**src/rtl/shift_issue_stage_pkg.sv**
```systemverilog
// Shared constants, request entry layout and enqueue-time sanitiser for shift_issue_stage.
package shift_issue_stage_pkg;

   localparam logic [1:0]  SH_OP_PASS  = 2'b00;
   localparam logic [1:0]  SH_OP_LL    = 2'b01;
   localparam logic [1:0]  SH_OP_RA    = 2'b10;
   localparam logic [1:0]  SH_OP_RL    = 2'b11;
   localparam int          SH_AMT_BITS = 5;
   localparam logic [31:0] SH_AMT_MAX  = 32'd31;
   localparam int          ENTRY_W     = 70;

   // One buffered request; spare bits pad the entry to the FIFO width.
   typedef struct packed {
      logic [30:0]            spare;
      logic [1:0]             ctl;    // {ctl1, ctl0}
      logic [SH_AMT_BITS-1:0] b;
      logic [31:0]            a;
   } sh_entry_t;

   // Fold every request into something the Shifter handles with a 5-bit amount.
   function automatic sh_entry_t sanitise(input logic [1:0] op, input logic [31:0] a,
                                          input logic [31:0] b);
      sh_entry_t s;
      s       = '0;
      s.ctl   = op;
      s.a     = a;
      s.b     = b[SH_AMT_BITS-1:0];
      if (op == SH_OP_PASS) begin
         // pass is a left shift by zero
         s.ctl = SH_OP_LL;
         s.b   = '0;
      end else if (b > SH_AMT_MAX) begin
         if (op == SH_OP_RA) begin
            // arithmetic right by 31 already gives a full sign fill
            s.b = SH_AMT_MAX[SH_AMT_BITS-1:0];
         end else begin
            // logical shifts by >= 32 produce zero: shift a zero operand
            s.a = '0;
            s.b = '0;
         end
      end
      return s;
   endfunction

endpackage

```
**src/rtl/shift_req_fifo.sv**
```systemverilog
// Generic DEPTH x W synchronous FIFO with push/pop, occupancy count and head view.
module shift_req_fifo #(
   parameter int DEPTH = 2,
   parameter int W     = 70,
   parameter int CW    = $clog2(DEPTH + 1)
) (
   input  logic          clk,
   input  logic          reset,
   input  logic          i_push,
   input  logic          i_pop,
   input  logic [W-1:0]  i_din,
   output logic [W-1:0]  o_head,
   output logic [CW-1:0] o_count
);

   localparam int PW = $clog2(DEPTH);

   logic [W-1:0]  r_mem [DEPTH];
   logic [PW-1:0] r_wptr;
   logic [PW-1:0] r_rptr;
   logic [CW-1:0] r_count;

   // Pointers wrap naturally because DEPTH is a power of two; caller guarantees no overflow/underflow.
   always_ff @(posedge clk) begin
      if (reset) begin
         r_wptr  <= '0;
         r_rptr  <= '0;
         r_count <= '0;
      end else begin
         if (i_push) begin
            r_mem[r_wptr] <= i_din;
            r_wptr        <= r_wptr + 1'b1;
         end
         if (i_pop)
            r_rptr <= r_rptr + 1'b1;
         r_count <= r_count + CW'(i_push) - CW'(i_pop);
      end
   end

   assign o_head  = r_mem[r_rptr];
   assign o_count = r_count;

endmodule

```
**src/rtl/shift_issue_stage.sv**
```systemverilog
// Operand-issue and result-capture stage around the combinational Shifter.
module shift_issue_stage
   import shift_issue_stage_pkg::*;
#(
   parameter int DEPTH = 2,
   parameter int WIDTH = 32
) (
   input  logic             clk,
   input  logic             reset,
   input  logic             in_valid,
   output logic             in_ready,
   input  logic [1:0]       in_op,
   input  logic [WIDTH-1:0] in_a,
   input  logic [WIDTH-1:0] in_b,
   output logic [WIDTH-1:0] sh_a,
   output logic [WIDTH-1:0] sh_b,
   output logic             sh_ctl0,
   output logic             sh_ctl1,
   input  logic [WIDTH-1:0] sh_out,
   output logic             res_valid,
   input  logic             res_ready,
   output logic [WIDTH-1:0] res_data,
   output logic             res_zero,
   output logic             res_neg,
   output logic             busy
);

   localparam int CW = $clog2(DEPTH + 1);

   logic [CW-1:0] w_count;
   logic          w_empty;
   logic          w_push;
   logic          w_pop;
   sh_entry_t     w_din;
   sh_entry_t     w_head;

   logic             r_res_valid;
   logic [WIDTH-1:0] r_res_data;
   logic             r_res_zero;
   logic             r_res_neg;

   assign w_empty  = (w_count == '0);
   // in_ready depends on occupancy only; a full FIFO stays not-ready even while popping.
   assign in_ready = (w_count != CW'(DEPTH));
   assign w_push   = in_valid && in_ready;
   assign w_pop    = !w_empty && (!r_res_valid || res_ready);
   assign w_din    = sanitise(in_op, in_a, in_b);

   shift_req_fifo #(.DEPTH(DEPTH), .W(ENTRY_W), .CW(CW)) u_fifo (
      .clk     (clk),
      .reset   (reset),
      .i_push  (w_push),
      .i_pop   (w_pop),
      .i_din   (w_din),
      .o_head  (w_head),
      .o_count (w_count)
   );

   // Shifter sees the head entry, or all-zero controls when nothing is queued.
   assign sh_a    = w_empty ? '0 : w_head.a;
   assign sh_b    = w_empty ? '0 : {{(WIDTH-SH_AMT_BITS){1'b0}}, w_head.b};
   assign sh_ctl0 = !w_empty && w_head.ctl[0];
   assign sh_ctl1 = !w_empty && w_head.ctl[1];

   // Result register: capture the Shifter output on pop, drop valid once drained with nothing behind it.
   always_ff @(posedge clk) begin
      if (reset) begin
         r_res_valid <= 1'b0;
         r_res_data  <= '0;
         r_res_zero  <= 1'b0;
         r_res_neg   <= 1'b0;
      end else if (w_pop) begin
         r_res_valid <= 1'b1;
         r_res_data  <= sh_out;
         r_res_zero  <= (sh_out == '0);
         r_res_neg   <= sh_out[WIDTH-1];
      end else if (r_res_valid && res_ready) begin
         r_res_valid <= 1'b0;
      end
   end

   assign res_valid = r_res_valid;
   assign res_data  = r_res_data;
   assign res_zero  = r_res_zero;
   assign res_neg   = r_res_neg;
   assign busy      = !w_empty || r_res_valid;

endmodule

```
**config.mk**
```make
export PLATFORM = sky130hd
export DESIGN_NAME = shift_issue_stage
export DESIGN_NICKNAME = d
export VERILOG_FILES = /design/src/rtl/shift_issue_stage_pkg.sv /design/src/rtl/shift_req_fifo.sv /design/src/rtl/shift_issue_stage.sv
export SDC_FILE = /design/constraint.sdc
export NUM_CORES = 1
export LEC_CHECK = 0
export CORE_ASPECT_RATIO = 1.25
export CORE_MARGIN = 2
export CORE_UTILIZATION = 39
export DETAILED_ROUTE_END_ITERATION = 16
export GPL_TIMING_DRIVEN = 0
export PLACE_DENSITY_LB_ADDON = 0.12
export SETUP_SLACK_MARGIN = 0.15
export SLEW_MARGIN = 30
export SYNTH_ARGS = -nofsm -noshare
export SYNTH_HDL_FRONTEND = slang
export SYNTH_SLANG_ARGS = --single-unit
```
**constraint.sdc**
```tcl
create_clock -name clk -period 4.1 [get_ports clk]
set_input_delay 0.615 -clock clk [delete_from_list [all_inputs] [get_ports clk]]
set_output_delay 0.615 -clock clk [all_outputs]
set_load 0.01 [all_outputs]
```
==> run summary, run 1 <==
====================================================================================
Outcome ............................................................... complete, no violations
Setup repair after global routing missed its margin ...................        false
Initial cell density of the core ......................................        39.6%
Cell-by-cell trace of the critical path ............................... clkbuf_1 > buf_2 > buf_2 > mux2i_1 > nor2_1 > clkdlybuf4s50_1
Fraction of synthesis flops using an asynchronous set or reset pin ....           0%
Ports placed on the boundary ..........................................          205
Final number of hold-violating endpoints ..............................            0
Max Cap Violations ....................................................            0
Pin count of the biggest net entering global routing ..................           17
Crit path DAT .........................................................      2.32 ns
Worst hold slack after final layout ...................................     0.457 ns
Number of buffers on the longest clock path ...........................            2
WP data required ......................................................      3.48 ns
Sequential area share after synthesis .................................        62.9%
Number of global-route vias before repair .............................        3,905
Cell leakage power ....................................................      2.88 nW
Measured slew at the worst slew-check pin .............................     0.642 ns
Number of buffers added for setup after CTS ...........................            0
CORE AREA .............................................................   12,500 um2
Fin. max-slew vios ....................................................            0
Net count, final ......................................................          761
Drt initial violations ................................................          170
Via density ...........................................................         4.59
H-tree depth reported by CTS ..........................................            4
Initial antenna violation count .......................................            0
Number of placement rows ..............................................           46
Top area cells in the synthesized netlist ............................. sky130_fd_sc_hd__edfxtp_1 (47%), sky130_fd_sc_hd__dfxtp_1 (16%), sky130_fd_sc_hd__mux2i_1 (7.9%), sky130_fd_sc_hd__nand2_1 (5.1%), sky130_fd_sc_hd__buf_4 (4.2%)
Synthesis-to-finish area growth .......................................        55.5%
Routed wire length ....................................................    12,000 um
Number of different library cells in the post-synthesis netlist .......           32
Root Buffer ........................................................... sky130_fd_sc_hd__clkbuf_16
Remaining Overflow, GRT ...............................................            0
Share of final-layout standard cells stronger than drive strength 1 ...        11.6%
CP Launch Type ........................................................     register
Die outline area ......................................................   13,700 um2
Final setup violation count ...........................................            0
Mean cell area of the mapped netlist ..................................     11.6 um2
Total via count in the routed design ..................................        3,848
Skew final ............................................................   0.00847 ns
Total of flip-flops plus latches after synthesis ......................          117
Final ANT Viol Nets ...................................................            0
Clk slew on worst S/H paths ...........................................      0.05 ns
Clock latency on the worst-skew pair ..................................      0.41 ns
TritonCTS Buffers .....................................................           17
Number of sinks on the clock net ......................................          117
Total power density per cell area .....................................   579 nW/um2
Classification of the worst-slack hold path ...........................   reg -> reg
Post-route setup slack ................................................      1.16 ns
Most instantiated library cell after synthesis ........................ sky130_fd_sc_hd__edfxtp_1
Area share of the largest cell type after synthesis ...................        47.2%
Element type at the critical path end ................................. primary output
Netlist Area Pre-Place ................................................     4970 um2
Share of the clock period used by the worst path ......................        71.6%
Number of synthesized flops with an enable pin ........................           78
Leading area contributor after synthesis .............................. sky130_fd_sc_hd__edfxtp_1
Detail Placement HPWL .................................................      8940 um
Time the final worst path needs with I/O delays and setup .............      2.94 ns
TritonCTS clock tree ..................................................          yes
Peak supply drop ......................................................       323 uV
Cell with the biggest individual delay on the critical path ........... sky130_fd_sc_hd__clkdlybuf4s50_1
Weighted congestion at the end of routability-driven global placement .        0.761
Yosys warnings ........................................................            0
Cts hold-fix bufs .....................................................            0
Ys flop type .......................................................... sky130_fd_sc_hd__edfxtp_1
Worst rel slew slack ..................................................        57.2%
DR WL/cell ............................................................      14.4 um
Die Span X ............................................................       105 um
Top cells by instance count after synthesis ........................... sky130_fd_sc_hd__edfxtp_1 (78), sky130_fd_sc_hd__nand2_1 (67), sky130_fd_sc_hd__nor2_1 (44)
Vertical extent of the die ............................................       130 um
Crit path largest cell delay ..........................................      0.56 ns
Dominant cell type by count on the critical path ...................... sky130_fd_sc_hd__buf_2
Number of fill cells in the layout ....................................        1,083
Critical Path Fanout Max ..............................................           10
Cell count after synthesis ............................................          430
Maximum achievable frequency ..........................................      341 MHz
Crit path kind ........................................................   reg -> out
Post-cts resize count .................................................            0
Residual DRC count ....................................................            0
Global-route wire length before repair ................................    18,400 um
Port-buffer cells .....................................................          176
Setup slack after placement ...........................................      1.08 ns
First drt pass iteration count ........................................            4
Count of antenna diodes in the layout .................................            0
Gr usage total ........................................................        17.4%
====================================================================================
## sequential cells by signal (all words and copies together) (netlist names), named ones only
name            flops
u_fifo.r_wptr       1
res_zero            1
u_fifo.r_mem       78
u_fifo.o_count      2
res_data           32
u_fifo.r_rptr       1
res_valid           1
## final timing paths
path / start / endpoint / slack (ns) / cells after the start
worst max-delay path: register / sh_b[2] / 1.16 / 6
worst min-delay path: res_data[5]$_SDFFE_PP0P_ / res_data[5]$_SDFFE_PP0P_ / 0.46 / 2
worst max register to register: u_fifo.o_count[0]$_SDFF_PP0_ / u_fifo.o_count[1]$_SDFF_PP0_ / 1.77 / 9
worst min register to register: res_data[5]$_SDFFE_PP0P_ / res_data[5]$_SDFFE_PP0P_ / 0.46 / 2
## area by class of cell
class	count	area, um2	share of cell area (%)
Buffer	52	328	4.24
Clock buffer	23	532	6.88
Clock inverter	9	58.8	0.761
Inverter	2	7.51	0.0972
Multi-Input combinational cell	285	1630	21.1
Sequential cell	117	3120	40.4
Tap cell	168	210	2.72
Timing Repair Buffer	182	1840	23.8
## through the flow
step | instance area [um2] | setup TNS, ns | util, % | power, mW | instances
global placement | 7050 | -4.21 | 56.2 | 3.05 | 800
floorplan | 5070 | 0 | - | 2.31 | 456
finish | 7720 | 0 | 61.6 | 4.47 | 838
detailed placement | 7130 | 0 | 56.9 | 3.09 | 806
global route | 7720 | 0 | 61.6 | 4.72 | 838
CTS | 7720 | 0 | 61.6 | 4.53 | 838
## worst max-delay path, delay by kind of cell (launching register included)
family | cells | cell delay [ns]
buffers and inverters | 4 | 1.37
DFF | 1 | 0.31
and+or+nand+nor | 1 | 0.13
muxes | 1 | 0.12
## cells by family (layout without fill, tap and decap cells)
group                    count (synthesis)  after routing  synth area share [%]
AO/OA/AOI/OAI                           41             41                  5.19
buffers and inverters                   54            268                  6.75
XOR/XNOR                                 4              4                 0.705
AND/OR/NAND/NOR                        172            172                  16.0
flip-flops                             117            117                  62.9
other                                    1             27                0.0755
multiplexers                            39             39                  7.86
adder cells (fa/ha/maj)                  2              2                 0.504
## placed cells by master (no fill, tap or decap), drive strengths merged, types with 12 or more instances in the layout
cell           netlist  final
buf                 35     41
nor2                44     44
mux2i               39     39
conb                 1     27
clkdlybuf4s50        0    176
nand2               67     67
edfxtp              78     78
a21oi               33     33
and2                32     32
clkbuf              17     40
nor4                12     12
dfxtp               39     39
## per-layer routing
metal	part of all wire, %	vias to the layer above	track usage, %	routed length, um
li1	-	1899	-	-
met1	37	1800	18.0	4510
met2	53	132	31.6	6330
met3	7.9	17	7.59	955
met4	2.1	0	5.73	247
met5	0	-	0	0
## power breakdown
part,total (mW),switching (mW),internal (mW),leakage (nW)
registers,1.51,0.0741,1.43,1.05
logic,1.54,0.758,0.782,1.54
clock network,1.43,0.516,0.913,0.292
No activity file was read; power rests on OpenSTA's default activity.
==> run 2: changes to the inputs <==
==> constraint.sdc (replaced) <==
create_clock -name clk -period 2.7 [get_ports clk]
set_input_delay 0.405 -clock clk [delete_from_list [all_inputs] [get_ports clk]]
set_output_delay 0.405 -clock clk [all_outputs]
set_load 0.01 [all_outputs]
==> run 2 against run 1 <==
Against the previous run:
- sequential cell count stayed put
- power is 52% higher
- sequential share of layout area is 0.16 points lower
- cell count is 0.48% higher
- register-to-register slack worse by 1.3 ns
- critical path depth is 1 lower
- cell area is 0.40% higher
- highest routed layer unchanged
- routed wire length is 1.3% lower
- die area stayed put
- critical endpoint is now sh_a[11]
- non-clock buffer count is 4 higher
- via count is 0.31% lower
==> run summary, run 2 (synthesis results as in run 1) <==
====================================================================================
Remaining Overflow, GRT ...............................................            0   unchanged
Total power density per cell area .....................................   876 nW/um2   +51%
Critical Path Fanout Max ..............................................           10   unchanged
TritonCTS clock tree ..................................................          yes
Outcome ............................................................... complete, no violations
Reg2Reg Capture Point ................................................. u_fifo.o_count[1]$_SDFF_PP0_
Number of flip-flops in the largest register ..........................           78   unchanged
Initial antenna violation count .......................................            0   unchanged
Crit path DAT .........................................................      1.98 ns   -0.34 ns
Number of global-route vias before repair .............................        3,848   -1.5%
Synthesis-to-finish area growth .......................................        56.1%
Net count, final ......................................................          765   +0.53%
WP data required ......................................................      2.30 ns   -1.18 ns
Number of placement rows ..............................................           46   unchanged
Final setup violation count ...........................................            0   unchanged
Hold path start .......................................................        reset
Cell leakage power ....................................................      2.91 nW   +0.96%
Commonest non-fill, non-tap cell in the layout ........................ sky130_fd_sc_hd__clkdlybuf4s50_1
Highest-count cells in the layout ignoring fill and taps .............. sky130_fd_sc_hd__clkdlybuf4s50_1 (176), sky130_fd_sc_hd__edfxtp_1 (78), sky130_fd_sc_hd__nand2_1 (67)
Final ANT Viol Nets ...................................................            0   unchanged
Number of buffers on the longest clock path ...........................            2   unchanged
Measured slew at the worst slew-check pin .............................     0.586 ns   -0.0551 ns
Clock latency on the worst-skew pair ..................................      0.40 ns   about the same
Share of the clock period used by the worst path ......................        88.3%
Initial cell density of the core ......................................        39.6%   unchanged
Gr usage total ........................................................        17.4%   -0.025 points
Post-route setup slack ................................................     0.315 ns   -0.849 ns
Cts hold-fix bufs .....................................................            0   unchanged
First drt pass iteration count ........................................            4   unchanged
Port-buffer cells .....................................................          176   unchanged
Setup repair after global routing missed its margin ...................        false
Count of antenna diodes in the layout .................................            0   unchanged
Die Span X ............................................................       105 um   unchanged
R2R Setup Slk .........................................................      0.46 ns   -1.31 ns
Via density ...........................................................         4.56   -0.79%
Number of instances in the placed design ..............................          806   unchanged
Total via count in the routed design ..................................        3,836   -0.31%
Residual DRC count ....................................................            0   unchanged
Hold path depth .......................................................            2   unchanged
Classification of the worst-slack hold path ...........................    in -> reg
Maximum achievable frequency ..........................................      419 MHz
Number of sinks on the clock net ......................................          117   unchanged
Non-filler instance count after layout ................................          842   +0.48%
CP Launch Type ........................................................     register
Clk slew on worst S/H paths ...........................................      0.05 ns   about the same
Max Cap Violations ....................................................            0   unchanged
Register bank with the most flops ..................................... u_fifo.r_mem
Worst reg2reg path startpoint ......................................... u_fifo.o_count[0]$_SDFF_PP0_
Global-route wire length before repair ................................    18,400 um   -0.11%
Setup slack after placement ...........................................    -0.161 ns   -1.24 ns
CORE AREA .............................................................   12,500 um2   unchanged
Time the final worst path needs with I/O delays and setup .............      2.38 ns
Skew final ............................................................   0.00925 ns   +0.000781 ns
Element type at the critical path end ................................. primary output
Fin. max-slew vios ....................................................            0   unchanged
Drt initial violations ................................................          113   -34%
Overall power after layout ............................................      6.80 mW   +52%
Weighted congestion at the end of routability-driven global placement .        0.759   -0.38%
Pin count of the biggest net entering global routing ..................           17   unchanged
Worst rel slew slack ..................................................        60.9%   +3.7 points
Root Buffer ........................................................... sky130_fd_sc_hd__clkbuf_16
Detail Placement HPWL .................................................      8810 um   -1.5%
Final number of hold-violating endpoints ..............................            0   unchanged
Die outline area ......................................................   13,700 um2   unchanged
Number of cell instances on the worst register-to-register path .......            9   unchanged
End point of the worst hold path ...................................... u_fifo.o_count[0]$_SDFF_PP0_
Ports placed on the boundary ..........................................          205   unchanged
Crit path kind ........................................................   reg -> out
H-tree depth reported by CTS ..........................................            4   unchanged
DR WL/cell ............................................................      14.1 um   -1.8%
TritonCTS Buffers .....................................................           17   unchanged
Vertical extent of the die ............................................       130 um   unchanged
Routed wire length ....................................................    11,900 um   -1.3%
Share of final-layout standard cells stronger than drive strength 1 ...        12.8%   +1.1 points
Peak supply drop ......................................................       476 uV   +47%
====================================================================================
==> run 2: cell types whose count changed in the layout (fill, tap and decap cells not counted), moves of 2 or more <==
cell,previous run,this run
sky130_fd_sc_hd__buf_8,2,4
sky130_fd_sc_hd__buf_4,28,32
sky130_fd_sc_hd__inv_4,4,2
sky130_fd_sc_hd__clkbuf_16,20,18
sky130_fd_sc_hd__clkinv_2,2,7
sky130_fd_sc_hd__clkbuf_2,0,4
sky130_fd_sc_hd__buf_2,4,2
sky130_fd_sc_hd__clkbuf_1,18,16
==> run 2: worst max-delay path by stage <==
stage	from	endpoint	slack (ns)	cells past startpoint
floorplan	reset	u_fifo.r_mem[1][0]$_DFFE_PP_	0.41	3
global placement	in_valid	u_fifo.r_mem[1][25]$_DFFE_PP_	-0.43	3
detailed placement	res_ready	u_fifo.o_count[1]$_SDFF_PP0_	-0.16	11
CTS	u_fifo.o_count[0]$_SDFF_PP0_	sh_b[3]	0.12	4
global route	u_fifo.o_count[0]$_SDFF_PP0_	sh_ctl1	0.16	4
finish	register	sh_a[11]	0.32	5
==> run 2: area by class of cell <==
type / instances / area (um2)
flip-flops and latches: 117 / 3120
fillers: 1077 / 4790
clock buffers: 22 / 475
inverters: 2 / 11.3
plain buffers: 52 / 345
multi-input cells: 285 / 1640
well taps: 168 / 210
repair buffers: 186 / 1870
clock inverters: 10 / 77.6
==> run 2: repair_timing <==
item / 4_1_cts / 5_1_grt
cloned: 0 / 0
endpoints found under the setup margin: 39 / 20
gates resized for setup: 6 / 6
buffers inserted: 0 / 4
endpoints found under the hold margin: 0 / 0
==> run 2: power breakdown <==
part / internal, mW / leakage (nW) / switching, mW
logic: 1.25 / 1.58 / 1.17
clock network: 1.33 / 0.283 / 0.749
registers: 2.17 / 1.05 / 0.115
total: 4.76 / 2.91 / 2.04
==> run 2: critical path, stage by stage, from the launching register on <==
cell,delay (ns)
sky130_fd_sc_hd__dfxtp_1,0.30
sky130_fd_sc_hd__clkbuf_1,0.17
sky130_fd_sc_hd__buf_2,0.34
sky130_fd_sc_hd__mux2i_1,0.12
sky130_fd_sc_hd__nor2_1,0.11
sky130_fd_sc_hd__clkdlybuf4s50_1,0.55
==> run 2: per-stage QoR <==
stage	hold WS (ns)	utilization (%)	area, um2	TNS [ns]
2_1_floorplan	0.481	-	5090	0
3_3_place_gp	0.441	56.3	7060	-28.34
3_5_place_dp	0.451	56.9	7140	-0.161
4_1_cts	0.332	61.4	7710	0
5_1_grt	0.363	61.8	7760	0
6_report	0.347	61.8	7760	0
==> run 2: metal layers <==
metal  global-route usage [%]  part of all wire [%]  wire length, um  vias to the layer above
met1                     18.1                    39             4610                     1766
met4                     6.75                   1.8              210                        0
met3                     6.84                   8.6             1020                       15
li1                         -                     -                -                     1904
met2                     31.6                    51             6040                      151
met5                        0                     0                0                        -
==> run 3: changes to the inputs <==
--- a/config.mk
+++ b/config.mk
@@ -11,7 +11,9 @@
 export DETAILED_ROUTE_END_ITERATION = 16
 export GPL_TIMING_DRIVEN = 0
 export PLACE_DENSITY_LB_ADDON = 0.12
-export SETUP_SLACK_MARGIN = 0.15
+export RECOVER_POWER = 25
+export SETUP_SLACK_MARGIN = 0.02
+export SKIP_LAST_GASP = 1
 export SLEW_MARGIN = 30
 export SYNTH_ARGS = -nofsm -noshare
 export SYNTH_HDL_FRONTEND = slang
==> run 3 against run 2 <==
Against the previous run:
- routed wire length decreased by 0.38%
- power decreased by 2.0%
- critical path depth unchanged
- sequential share of layout area increased by 0.37 points
- largest power group unchanged
==> run summary, run 3 (synthesis results as in run 1) <==
====================================================================================
Outcome ............................................................... complete, no violations
TritonCTS clock tree ..................................................          yes
Fin. max-slew vios ....................................................            0   unchanged
Detail Placement HPWL .................................................      8810 um   unchanged
Routed wire length ....................................................    11,800 um   -0.38%
Reg2Reg Capture Point ................................................. u_fifo.r_mem[0][2]$_DFFE_PP_
Via density ...........................................................         4.56   +0.18%
Synthesis-to-finish area growth .......................................        54.7%
Number of instances in the placed design ..............................          806   unchanged
TritonCTS Buffers .....................................................           17   unchanged
Share of the clock period used by the worst path ......................        90.8%   +2.5 points
Die Span X ............................................................       105 um   unchanged
Proportion of power drawn by the clock network ........................        31.2%   +0.6 points
Initial antenna violation count .......................................            0   unchanged
Critical Path Fanout Max ..............................................           19   +9
Remaining Overflow, GRT ...............................................            0   unchanged
Cell leakage power ....................................................      2.98 nW   +2.3%
WP data required ......................................................      2.30 ns   about the same
Highest-count cells in the layout ignoring fill and taps .............. sky130_fd_sc_hd__clkdlybuf4s50_1 (140), sky130_fd_sc_hd__edfxtp_1 (78), sky130_fd_sc_hd__nand2_1 (67)
Worst hold slack after final layout ...................................     0.346 ns   -0.000505 ns
Weighted congestion at the end of routability-driven global placement .        0.759   unchanged
CP Launch Type ........................................................     register
Post-cts resize count .................................................            3   -3
Hold path depth .......................................................            2   unchanged
Maximum achievable frequency ..........................................      408 MHz   -2.8%
Share of final-layout standard cells stronger than drive strength 1 ...        11.7%   -1.1 points
Register bank with the most flops ..................................... u_fifo.r_mem
Internal power component ..............................................      4.66 mW   -2.2%
Element type at the critical path end ................................. primary output
Gr usage total ........................................................        17.4%   unchanged
Hold path start .......................................................        reset
Non-filler instance count after layout ................................          837   -0.59%
Net count, final ......................................................          760   -0.65%
H-tree depth reported by CTS ..........................................            4   unchanged
First drt pass iteration count ........................................            4   unchanged
Final number of hold-violating endpoints ..............................            0   unchanged
Skew final ............................................................   0.00915 ns   -0.000100 ns
Placement Cell Area ...................................................     7140 um2   unchanged
Clock latency on the worst-skew pair ..................................      0.40 ns   about the same
Total via count in the routed design ..................................        3,820   -0.42%
Crit path DAT .........................................................      2.05 ns   +0.07 ns
Setup slack after placement ...........................................    -0.161 ns   unchanged
Clk slew on worst S/H paths ...........................................      0.05 ns   about the same
Ports placed on the boundary ..........................................          205   unchanged
Total power density per cell area .....................................   866 nW/um2   -1.2%
Number of placement rows ..............................................           46   unchanged
Number of cell instances on the worst register-to-register path .......            5   -4
Root Buffer ........................................................... sky130_fd_sc_hd__clkbuf_16
Number of sinks on the clock net ......................................          117   unchanged
Switching power total .................................................      2.00 mW   -1.7%
Global-route wire length before repair ................................    18,400 um   about the same
Final Cell Area .......................................................     7690 um2   -0.90%
Number of buffers on the longest clock path ...........................            2   unchanged
DR WL/cell ............................................................      14.1 um   +0.22%
Net switching share of the total power ................................        30.1%   +0.097 points
Final ANT Viol Nets ...................................................            0   unchanged
Commonest non-fill, non-tap cell in the layout ........................ sky130_fd_sc_hd__clkdlybuf4s50_1
Classification of the worst-slack hold path ...........................    in -> reg
Combinational cell fraction of total power ............................        34.6%   -1.1 points
Register share of total power .........................................        34.2%   +0.5 points
Number of buffers added for setup after CTS ...........................            0   unchanged
Cts hold-fix bufs .....................................................            0   unchanged
Port-buffer cells .....................................................          176   unchanged
CORE AREA .............................................................   12,500 um2   unchanged
Max Cap Violations ....................................................            0   unchanged
Worst rel slew slack ..................................................        17.6%   -43 points
Post-route setup slack ................................................     0.248 ns   -0.0676 ns
Number of flip-flops in the largest register ..........................           78   unchanged
Peak supply drop ......................................................       473 uV   -0.62%
Vertical extent of the die ............................................       130 um   unchanged
Drt initial violations ................................................          109   -3.5%
Final setup violation count ...........................................            0   unchanged
End point of the worst hold path ...................................... u_fifo.o_count[0]$_SDFF_PP0_
Number of global-route vias before repair .............................        3,853   +0.13%
Initial cell density of the core ......................................        39.6%   unchanged
Pin count of the biggest net entering global routing ..................           17   unchanged
Die outline area ......................................................   13,700 um2   unchanged
Crit path kind ........................................................   reg -> out
R2R Setup Slk .........................................................      0.29 ns   -0.17 ns
Time the final worst path needs with I/O delays and setup .............      2.45 ns   +0.0676 ns
Setup repair after global routing missed its margin ...................        false
Setup TNS after final layout ..........................................         0 ns   unchanged
Measured slew at the worst slew-check pin .............................      1.23 ns   +0.641 ns
Worst reg2reg path startpoint ......................................... u_fifo.o_count[0]$_SDFF_PP0_
Count of antenna diodes in the layout .................................            0   unchanged
Residual DRC count ....................................................            0   unchanged
====================================================================================
run 3: cell types whose count changed in the layout (fill, tap and decap cells not counted), moves of 2 or more:
cell and change:
sky130_fd_sc_hd__buf_4 -3, sky130_fd_sc_hd__buf_6 -2, sky130_fd_sc_hd__clkdlybuf4s50_1 -36, sky130_fd_sc_hd__dlygate4sd3_1 +36
run 3: worst max path at each step:
stage | startpoint | end | slack [ns]
detailed placement | res_ready | u_fifo.o_count[1]$_SDFF_PP0_ | -0.16
global route | u_fifo.o_count[0]$_SDFF_PP0_ | sh_ctl1 | 0.06
global placement | in_valid | u_fifo.r_mem[1][25]$_DFFE_PP_ | -0.43
floorplan | reset | u_fifo.r_mem[1][0]$_DFFE_PP_ | 0.41
finish | register | sh_ctl1 | 0.25
CTS | u_fifo.o_count[0]$_SDFF_PP0_ | sh_a[11] | 0.07
run 3: power by group through the flow:
stage | Clock [mW] | Combinational, mW | Sequential, mW
after detailed placement | 0 | 2.37 | 2.31
after floorplan | 0 | 1.14 | 2.36
final | 2.08 | 2.30 | 2.28
after global placement | 0 | 2.33 | 2.31
after CTS | 2.12 | 2.40 | 2.29
after global routing | 2.19 | 2.52 | 2.30
run 3: cell type report:
cell class / instances / area [um2]
tap: 168 / 210
clock buffer: 22 / 475
inverter: 2 / 7.51
fill: 1088 / 4860
sequential: 117 / 3120
timing repair buffer: 182 / 1840
clock inverter: 10 / 77.6
multi-input combinational: 285 / 1620
buffer: 51 / 330
run 3: worst max-delay path, stage by stage (launching register included):
cell                              delay (ns)
sky130_fd_sc_hd__dfxtp_1                0.30
sky130_fd_sc_hd__clkbuf_1               0.14
sky130_fd_sc_hd__buf_4                  0.36
sky130_fd_sc_hd__mux2i_1                0.13
sky130_fd_sc_hd__nor2_1                 0.13
sky130_fd_sc_hd__clkdlybuf4s50_1        0.58
run 3: metrics by stage:
step                total power, mW  util [%]
floorplan                      3.51         -
global placement               4.64      56.3
detailed placement             4.69      56.9
CTS                            6.80      61.4
global route                   7.02      61.3
finish                         6.66      61.3
run 3: per-layer routing:
metal	global-route usage (%)	share of wire [%]	wire [um]	vias to the layer above
li1	-	-	-	1890
met1	17.9	38	4540	1761
met2	31.7	51	6060	154
met3	6.84	8.8	1040	15
met4	6.75	1.8	210	0
met5	0	0	0	-
